### src/rtl/seq_divider.sv
// Sequential 8-bit by 4-bit unsigned restoring divider.
// One quotient bit per clock, MSB first; results and status flags are registered.
module seq_divider (
  input  logic       clk,
  input  logic       rst_n,
  input  logic       start,
  input  logic [7:0] dividend,
  input  logic [3:0] divisor,
  output logic [7:0] quotient,
  output logic [3:0] remainder,
  output logic       busy,
  output logic       done,
  output logic       div_by_zero
);

  typedef enum logic [1:0] {
    IDLE = 2'd0,
    CALC = 2'd1,
    DONE = 2'd2
  } state_e;

  state_e     state_q, state_d;
  logic [7:0] shift_q, shift_d;
  logic [3:0] dvsr_q, dvsr_d;
  logic [3:0] prem_q, prem_d;
  logic [2:0] cnt_q, cnt_d;
  logic [7:0] quot_q, quot_d;
  logic [3:0] rem_q, rem_d;
  logic       busy_q, busy_d;
  logic       done_q, done_d;
  logic       dbz_q, dbz_d;

  logic [4:0] trial_s;
  logic [3:0] diff_s;
  logic       ge_s;
  logic [3:0] next_rem_s;
  logic [7:0] next_shift_s;

  // One restoring step; the dividend register doubles as the quotient
  // accumulator, so after eight shifts it holds the full quotient.
  always_comb begin
    trial_s      = {prem_q, shift_q[7]};
    ge_s         = (trial_s >= {1'b0, dvsr_q});
    diff_s       = trial_s[3:0] - dvsr_q;
    next_shift_s = {shift_q[6:0], ge_s};
    if (ge_s) begin
      next_rem_s = diff_s;
    end else begin
      next_rem_s = trial_s[3:0];
    end
  end

  // Next-state and registered-output computation.
  always_comb begin
    state_d = state_q;
    shift_d = shift_q;
    dvsr_d  = dvsr_q;
    prem_d  = prem_q;
    cnt_d   = cnt_q;
    quot_d  = quot_q;
    rem_d   = rem_q;
    busy_d  = 1'b0;
    done_d  = 1'b0;
    dbz_d   = dbz_q;

    case (state_q)
      IDLE: begin
        if (start) begin
          shift_d = dividend;
          dvsr_d  = divisor;
          prem_d  = 4'd0;
          cnt_d   = 3'd0;
          if (divisor == 4'd0) begin
            state_d = DONE;
            quot_d  = 8'hFF;
            rem_d   = 4'hF;
            dbz_d   = 1'b1;
            done_d  = 1'b1;
          end else begin
            state_d = CALC;
            dbz_d   = 1'b0;
            busy_d  = 1'b1;
          end
        end else begin
          state_d = IDLE;
        end
      end
      CALC: begin
        shift_d = next_shift_s;
        prem_d  = next_rem_s;
        cnt_d   = cnt_q + 3'd1;
        if (cnt_q == 3'd7) begin
          state_d = DONE;
          quot_d  = next_shift_s;
          rem_d   = next_rem_s;
          done_d  = 1'b1;
        end else begin
          busy_d  = 1'b1;
        end
      end
      DONE: begin
        state_d = IDLE;
      end
      default: begin
        state_d = IDLE;
      end
    endcase
  end

  // State and output registers with synchronous active-low reset.
  always_ff @(posedge clk) begin
    if (!rst_n) begin
      state_q <= IDLE;
      shift_q <= 8'd0;
      dvsr_q  <= 4'd0;
      prem_q  <= 4'd0;
      cnt_q   <= 3'd0;
      quot_q  <= 8'd0;
      rem_q   <= 4'd0;
      busy_q  <= 1'b0;
      done_q  <= 1'b0;
      dbz_q   <= 1'b0;
    end else begin
      state_q <= state_d;
      shift_q <= shift_d;
      dvsr_q  <= dvsr_d;
      prem_q  <= prem_d;
      cnt_q   <= cnt_d;
      quot_q  <= quot_d;
      rem_q   <= rem_d;
      busy_q  <= busy_d;
      done_q  <= done_d;
      dbz_q   <= dbz_d;
    end
  end

  assign quotient    = quot_q;
  assign remainder   = rem_q;
  assign busy        = busy_q;
  assign done        = done_q;
  assign div_by_zero = dbz_q;

endmodule
### config.mk
export PLATFORM = sky130hd
export DESIGN_NAME = seq_divider
export DESIGN_NICKNAME = d
export VERILOG_FILES = /design/src/rtl/seq_divider.sv
export SDC_FILE = /design/constraint.sdc
export NUM_CORES = 1
export LEC_CHECK = 0
export ABC_AREA = 1
export BUFFER_PORTS_ARGS = -buffer_cell sky130_fd_sc_hd__buf_2
export CAP_MARGIN = 40
export CORE_ASPECT_RATIO = 1.75
export CORE_MARGIN = 2
export CORE_UTILIZATION = 30
export DETAILED_ROUTE_END_ITERATION = 8
export GPL_ROUTABILITY_DRIVEN = 0
export PLACE_DENSITY = 0.58
export SYNTH_ARGS = -nofsm -noshare
export SYNTH_HDL_FRONTEND = slang
export SYNTH_SLANG_ARGS = --single-unit
### constraint.sdc
create_clock -name clk -period 1.75 [get_ports clk]
set_clock_uncertainty 0.15 [all_clocks]
set_input_delay 0.2625 -clock clk [delete_from_list [all_inputs] [get_ports clk]]
set_output_delay 0.2625 -clock clk [all_outputs]
set_load 0.03 [all_outputs]
---- After elaboration in Yosys (flattened, before gate mapping) ----
Cells that the tools add are included.
storage, ports and cells
  register bits after elaboration ......... 36
  memories kept ........................... 0
  bits in latches ......................... 0
  RAM bits ................................ 0
  ROM bits ................................ 0
  word-level logic and storage cells ...... 51
cells by class
  multipliers ............................. 0
  add/subtract/negate cells ............... 2
  shift-type cells ........................ 0
  divide/modulo/power cells ............... 0
  bitwise gates (word level) .............. 0
  order comparisons ....................... 1
  equality and inequality tests ........... 5
  muxes and demuxes ....................... 27
  reductions and logical operators ........ 6
operators with widths
  kind                                                 count
  two-way mux 8 bit                                    4
  one-hot mux 8 bit (2 select lines)                   2
  two-way mux 4 bit                                    5
  one-hot mux 4 bit (2 select lines)                   2
  two-way mux 1 bit                                    6
  two-way mux 2 bit                                    3
  != test 2 bit, second input constant                 3
  one-hot mux 3 bit (2 select lines)                   1
  >= comparator 5 x 4 -> 1 bit                         1
  logical NOT 4 bit                                    1
  one-hot mux 1 bit (2 select lines)                   2
  one-hot mux 2 bit (2 select lines)                   1
  AND reduction 2 bit                                  2
  AND reduction 4 bit                                  1
  subtractor 4 bit                                     1
  adder 3 x 1 -> 3 bit, second input constant          1
  equality test 3 bit, second input constant           1
  two-way mux 3 bit                                    1
  equality test 2 x 1 -> 1 bit, second input constant  1
  logical NOT 2 bit                                    1
  nonzero test 2 bit                                   1

---- Longest topological paths before layout ----
Gate-level depths: netlist (run 1).
  depth after elaboration ................. 4
  mapped depth ............................ 13
  depth with buffers taken out ............ 13

---- Least setup slack after synthesis (run 1) ----
Ideal clock, no wire load.
  path type ............................... register to register
  from .................................... register dvsr_q[2]
  to ...................................... register rem_q[2] (netlist: remainder[2])
  buffers on the path ..................... 0
  cell stages (with the launch flop) ...... 11
  data required time ...................... 1485 ps
  setup slack ............................. 55 ps
  library setup time ...................... 115 ps
  data arrival time ....................... 1429 ps
  clock period less this slack ............ 1695 ps
  cells stage by stage .................... dfxtp_1 -> inv_1 -> ha_1 -> a21oi_1 -> nand2_1 -> nand2_1 -> nand2_1 -> nand2_1 -> nand2_1 -> o21ai_0 -> inv_1
on the way
  cells in the longest elaborated chain, start to end .. 4
  elaborated cells between the ends (all ways) .. 5
RTL lines
  element                                                           line    text
  from (decl)                                                       24      logic [3:0] dvsr_q, dvsr_d;
  from (signal assigned)                                            126     dvsr_q <= dvsr_d;
  subtractor 4 bit or >= comparator 5 x 4 -> 1 bit (tied branches)  44, 43
  two-way mux 4 bit *                                               46      if (ge_s) begin
  two-way mux 4 bit *                                               92      if (cnt_q == 3'd7) begin
  one-hot mux 4 bit (2 select lines) *                              66      case (state_q)
  to (signal assigned)                                              130     rem_q <= rem_d;
  to (decl)                                                         28      logic [3:0] rem_q, rem_d;
Mark *: on every way between the ends. The rest lies on a longest branch, timed or not. The select of a mux whose other input is x is not followed.
A chain may end at the register's enable or synchronous reset.

---- Final worst setup path (run 1) ----
Ends and elaborated chain as after synthesis.

==> flow_metrics.env, run 1 <==
export IMPL_status="completed"
export IMPL_antenna_found_initial=0
export IMPL_clock_latency_ns=0.29
export IMPL_worst_setup_path_type="reg2reg"
export IMPL_fin_crit_sh_pct=93.3
export IMPL_synth_avg_cell_area_um2=7.51
export IMPL_core_area_um2=5300
export IMPL_drive_gt1_share_pct=29.5
export IMPL_path_max_fanout=4
export IMPL_post_drt_wl_per_cell_um=12.5
export IMPL_critPathCaptureType="flip-flop"
export IMPL_setup_viol_count_final=0
export IMPL_viasPerCell=4.52
export IMPL_worstMarginPinSlew_ns=0.360
export IMPL_yosysWarnings=0
export IMPL_overflow=0
export IMPL_fin_area_um2=2080
export IMPL_port_buffers=29
export IMPL_synth_seq_area_share_pct=43.8
export IMPL_grt_pass1_vias=1486
export IMPL_synth_edff_count=0
export IMPL_netlist_cell_type_count=23
export IMPL_yosys_area_top_type="dfxtp_1"
export IMPL_cts_sinks=36
export IMPL_grt_usage_pct=14.4
export IMPL_syn_inst=219
export IMPL_place_area_um2=1880
export IMPL_dieWidth_um=60.0
export IMPL_ant_nets=0
export IMPL_dpl_hpwl_um=2750
export IMPL_power_density_nw_per_um2=976
export IMPL_antennaDiodeCount=0
export IMPL_dieHeight_um=102
export IMPL_syn2layout_area_growth_pct=26.5
export IMPL_initial_utilization_pct=31.1
export IMPL_start_kind="flip-flop"
export IMPL_async_flop_share_pct=0
export IMPL_hold_viol_final=0
export IMPL_clk_path_buf_depth=2
export IMPL_synth_nets=241
export IMPL_p_leak_nw=0.967
export IMPL_crit_required_ns=1.79
export IMPL_num_rows=35
export IMPL_grt_max_degree=23
export IMPL_dominantRegCellSynth="dfxtp_1"
export IMPL_timing_fmax_mhz=612
export IMPL_routed_wl_um=4160
export IMPL_cap_violations=0
export IMPL_root_buffer="clkbuf_8"
export IMPL_finalCriticalPeriod_ns=1.63
export IMPL_die_area_um2=6120
export IMPL_io_pins=30
export IMPL_drt_iter0_drc=30
export IMPL_via_count=1499
export IMPL_ys_top_cells_by_count="nand2_1, dfxtp_1, nor2_1"
export IMPL_cts_clk_slew_worst_paths_ns=0.08
export IMPL_synth_top_area_share_pct=43.8
export IMPL_ir_worst_vdd_mv=0.699
export IMPL_power_total_mw=2.03
export IMPL_cts_buffers_inserted=5
export IMPL_maxSlewViolCount=0
export IMPL_holdWs_ns=0.108
export IMPL_min_path_type="in2reg"
export IMPL_final_nets=279
export IMPL_max_slew_margin_rel_pct=75.9
export IMPL_drc=0
export IMPL_tns_ns=0
export IMPL_hold_buffers=0
export IMPL_cts_tree="done"
export IMPL_arrival_ns=1.67
export IMPL_synth_area_um2=1650
export IMPL_synthTopCellsByArea="dfxtp_1, nand2_1, a21oi_1"
export IMPL_drt_pre_antenna_iters=4
export IMPL_fin_util_pct=39.3
export IMPL_synth_seq_cells=36
export IMPL_cts_htree_levels=2
export IMPL_grt_pass1_wl_um=6580
export IMPL_synth_most_common_cell="nand2_1"
registers in the layout, indices dropped and copies added (netlist names):
signal / cells
quotient: 8
remainder: 4
shift_q: 8
state_q: 2
done: 1
prem_q: 4
div_by_zero: 1
dvsr_q: 4
busy: 1
cnt_q: 3
final timing paths:
kind | startpoint | end | slack, ns | depth (start not counted)
min reg2reg | cnt_q[0] | cnt_q[0] | 0.31 | 1
max | dvsr_q[2] | remainder[2] | 0.12 | 12
max reg2reg | dvsr_q[2] | remainder[2] | 0.12 | 12
min | dividend[6] | shift_q[6] | 0.11 | 3
stage by stage:
| step | setup slack [ns] | instances |
|---|---|---|
| floorplan | 0.0551 | 219 |
| global placement | 0.0168 | 322 |
| detailed placement | -0.0295 | 322 |
| CTS | 0.00525 | 330 |
| global route | -0.0186 | 332 |
| finish | 0.117 | 332 |
metal layers:
layer	global-route usage, %	part of all wire, %	wire, µm	vias to the layer above
li1	-	-	-	779
met1	15.0	38	1580	681
met2	25.6	54	2270	27
met3	2.41	3.2	133	12
met4	9.23	4.2	175	0
met5	0	0	0	-
cell families after synthesis:
family / share of synthesized area [%]
adders and majority gates: 5.78
DFF: 43.8
AOI/OAI and AO/OA: 16.9
xor gates and xnor gates: 0.532
buffers and inverters: 9.88
and+or+nand+nor: 23.1
report_power, final:
group | switching (mW) | internal [mW] | leakage [nW]
registers | 0.0316 | 0.874 | 0.296
clock network | 0.301 | 0.321 | 0.0455
logic | 0.311 | 0.193 | 0.626
placed cells by master (no fill, tap or decap), types with 3 or more instances in the layout:
cell type	synthesis	layout
a21oi_1	27	25
inv_1	20	16
clkbuf_8	0	6
nand2_2	1	4
dfxtp_1	36	32
buf_2	1	29
nor2_4	2	3
nand2_1	41	37
dfxtp_2	0	4
inv_2	4	6
o21ai_0	22	21
nand3_1	7	6
nor2_1	35	34
ha_1	6	4
buf_4	0	8
critical path, stage by stage (launching register included):
cell	delay (ns)
dfxtp_1	0.33
inv_2	0.05
ha_4	0.29
nand2_1	0.05
inv_1	0.06
nand2_1	0.06
nand2_2	0.06
nand2_2	0.08
buf_6	0.13
nand3_2	0.06
nand2_2	0.06
o21ai_2	0.10
inv_1	0.04
final cells by class:
class	instances	area, µm²
tap	74	92.6
timing repair buffer	38	216
clock buffer	8	90.1
inverter	24	95.1
multi-input combinational	152	861
fill	580	3220
sequential	36	726
what timing repair did:
| action | 4_1_cts | 5_1_grt |
|---|---|---|
| cloned | 0 | 2 |
| endpoints found under the hold margin | 0 | 0 |
| setup buffers | 0 | 0 |
| setup endpoints to repair | 3 | 15 |
| pin swaps | 0 | 8 |
| gates resized for setup | 2 | 27 |
No activity file was read; power rests on OpenSTA's default activity.
==> run 2: changes to the inputs <==
Settings changed: PLACE_DENSITY 0.58 to 0.47, SKIP_CTS_REPAIR_TIMING from default to 1.
==> flow_metrics.env, run 2 (synthesis results as in run 1) <==
export IMPL_status="completed"
export IMPL_maxSlewViolCount=0
export IMPL_post_drt_wl_per_cell_um=12.8
export IMPL_drive_gt1_share_pct=29.8
export IMPL_crit_required_ns=1.79
export IMPL_viasPerCell=4.47
export IMPL_dieWidth_um=60.0
export IMPL_tns_ns=0
export IMPL_cts_tree="done"
export IMPL_grt_max_degree=23
export IMPL_cts_sinks=36
export IMPL_grt_pass1_vias=1494
export IMPL_final_cell_mix="nand2_1, nor2_1, dfxtp_1, buf_2, a21oi_1"
export IMPL_worstMarginPinSlew_ns=0.475
export IMPL_ant_nets=0
export IMPL_final_nets=283
export IMPL_clock_latency_ns=0.29
export IMPL_final_common_cell="nand2_1"
export IMPL_syn2layout_area_growth_pct=27.6
export IMPL_cts_htree_levels=2
export IMPL_num_rows=35
export IMPL_cts_clk_slew_worst_paths_ns=0.07
export IMPL_p_leak_nw=0.989
export IMPL_min_path_type="in2reg"
export IMPL_root_buffer="clkbuf_8"
export IMPL_routed_wl_um=4290
export IMPL_initial_utilization_pct=31.1
export IMPL_critPathCaptureType="flip-flop"
export IMPL_die_area_um2=6120
export IMPL_dpl_hpwl_um=2990
export IMPL_grt_usage_pct=15.2
export IMPL_clk_path_buf_depth=2
export IMPL_core_area_um2=5300
export IMPL_worst_setup_path_type="reg2reg"
export IMPL_ir_worst_vdd_mv=0.431
export IMPL_dieHeight_um=102
export IMPL_place_area_um2=1910
export IMPL_port_buffers=29
export IMPL_fin_area_um2=2100
export IMPL_fill_cells=606
export IMPL_power_density_nw_per_um2=976
export IMPL_start_kind="flip-flop"
export IMPL_drc=0
export IMPL_drt_pre_antenna_iters=4
export IMPL_cts_buffers_inserted=5
export IMPL_holdWs_ns=0.114
export IMPL_finalCriticalPeriod_ns=1.67
export IMPL_cap_violations=0
export IMPL_io_pins=30
export IMPL_via_count=1502
export IMPL_grt_pass1_wl_um=6780
export IMPL_arrival_ns=1.71
export IMPL_path_max_fanout=2
export IMPL_rsz0062_at_grt="true"
export IMPL_setup_viol_count_final=0
export IMPL_max_slew_margin_rel_pct=68.3
export IMPL_timing_fmax_mhz=598
export IMPL_place_ws_ns=-0.116
export IMPL_hold_viol_final=0
export IMPL_overflow=0
export IMPL_antenna_found_initial=0
export IMPL_antennaDiodeCount=0
export IMPL_fin_crit_sh_pct=95.5
export IMPL_drt_iter0_drc=16
export IMPL_layout_setup_ws_ns=0.0785
## run 2: stage by stage
stage | power, mW | util (%) | instances
after floorplan | 1.23 | - | 219
after global placement | 1.38 | 36.0 | 326
after detailed placement | 1.38 | 36.0 | 326
after CTS | 2.00 | 37.7 | 334
after global routing | 2.18 | 39.6 | 336
final | 2.05 | 39.6 | 336
## run 2: worst paths after layout
kind | start | endpoint | slack, ns | cells after the start
max | shift_q[7] | remainder[2] | 0.08 | 9
min | divisor[1] | dvsr_q[1] | 0.11 | 3
max reg2reg | shift_q[7] | remainder[2] | 0.08 | 9
min reg2reg | cnt_q[0] | cnt_q[0] | 0.31 | 1
## run 2: area by class of cell
cell class | count | area (µm²) | area share (%)
tap | 74 | 92.6 | 4.41
clock buffer | 8 | 90.1 | 4.29
sequential | 36 | 727 | 34.6
multi-input combinational | 151 | 842 | 40.1
timing repair buffer | 43 | 258 | 12.3
inverter | 24 | 90.1 | 4.29
## run 2: power by group
group          total [mW]  internal [mW]  switching, mW
Clock               0.618          0.321          0.297
Combinational       0.525          0.215          0.310
Sequential          0.907          0.874         0.0329
## run 2: worst max-delay path, stage by stage, from the launching register on
cell and delay (ns):
dfxtp_2 0.32, inv_2 0.09, ha_4 0.13, inv_1 0.05
fa_1 0.37, xor2_1 0.17, nand2_1 0.06, nand2_1 0.06
o21ai_1 0.13, inv_1 0.04
## run 2: per-layer routing
metal,wire length [µm],track usage (%)
met1,1730,15.8
met2,2390,28.4
met3,94,2.66
met4,80,6.67
met5,0,0
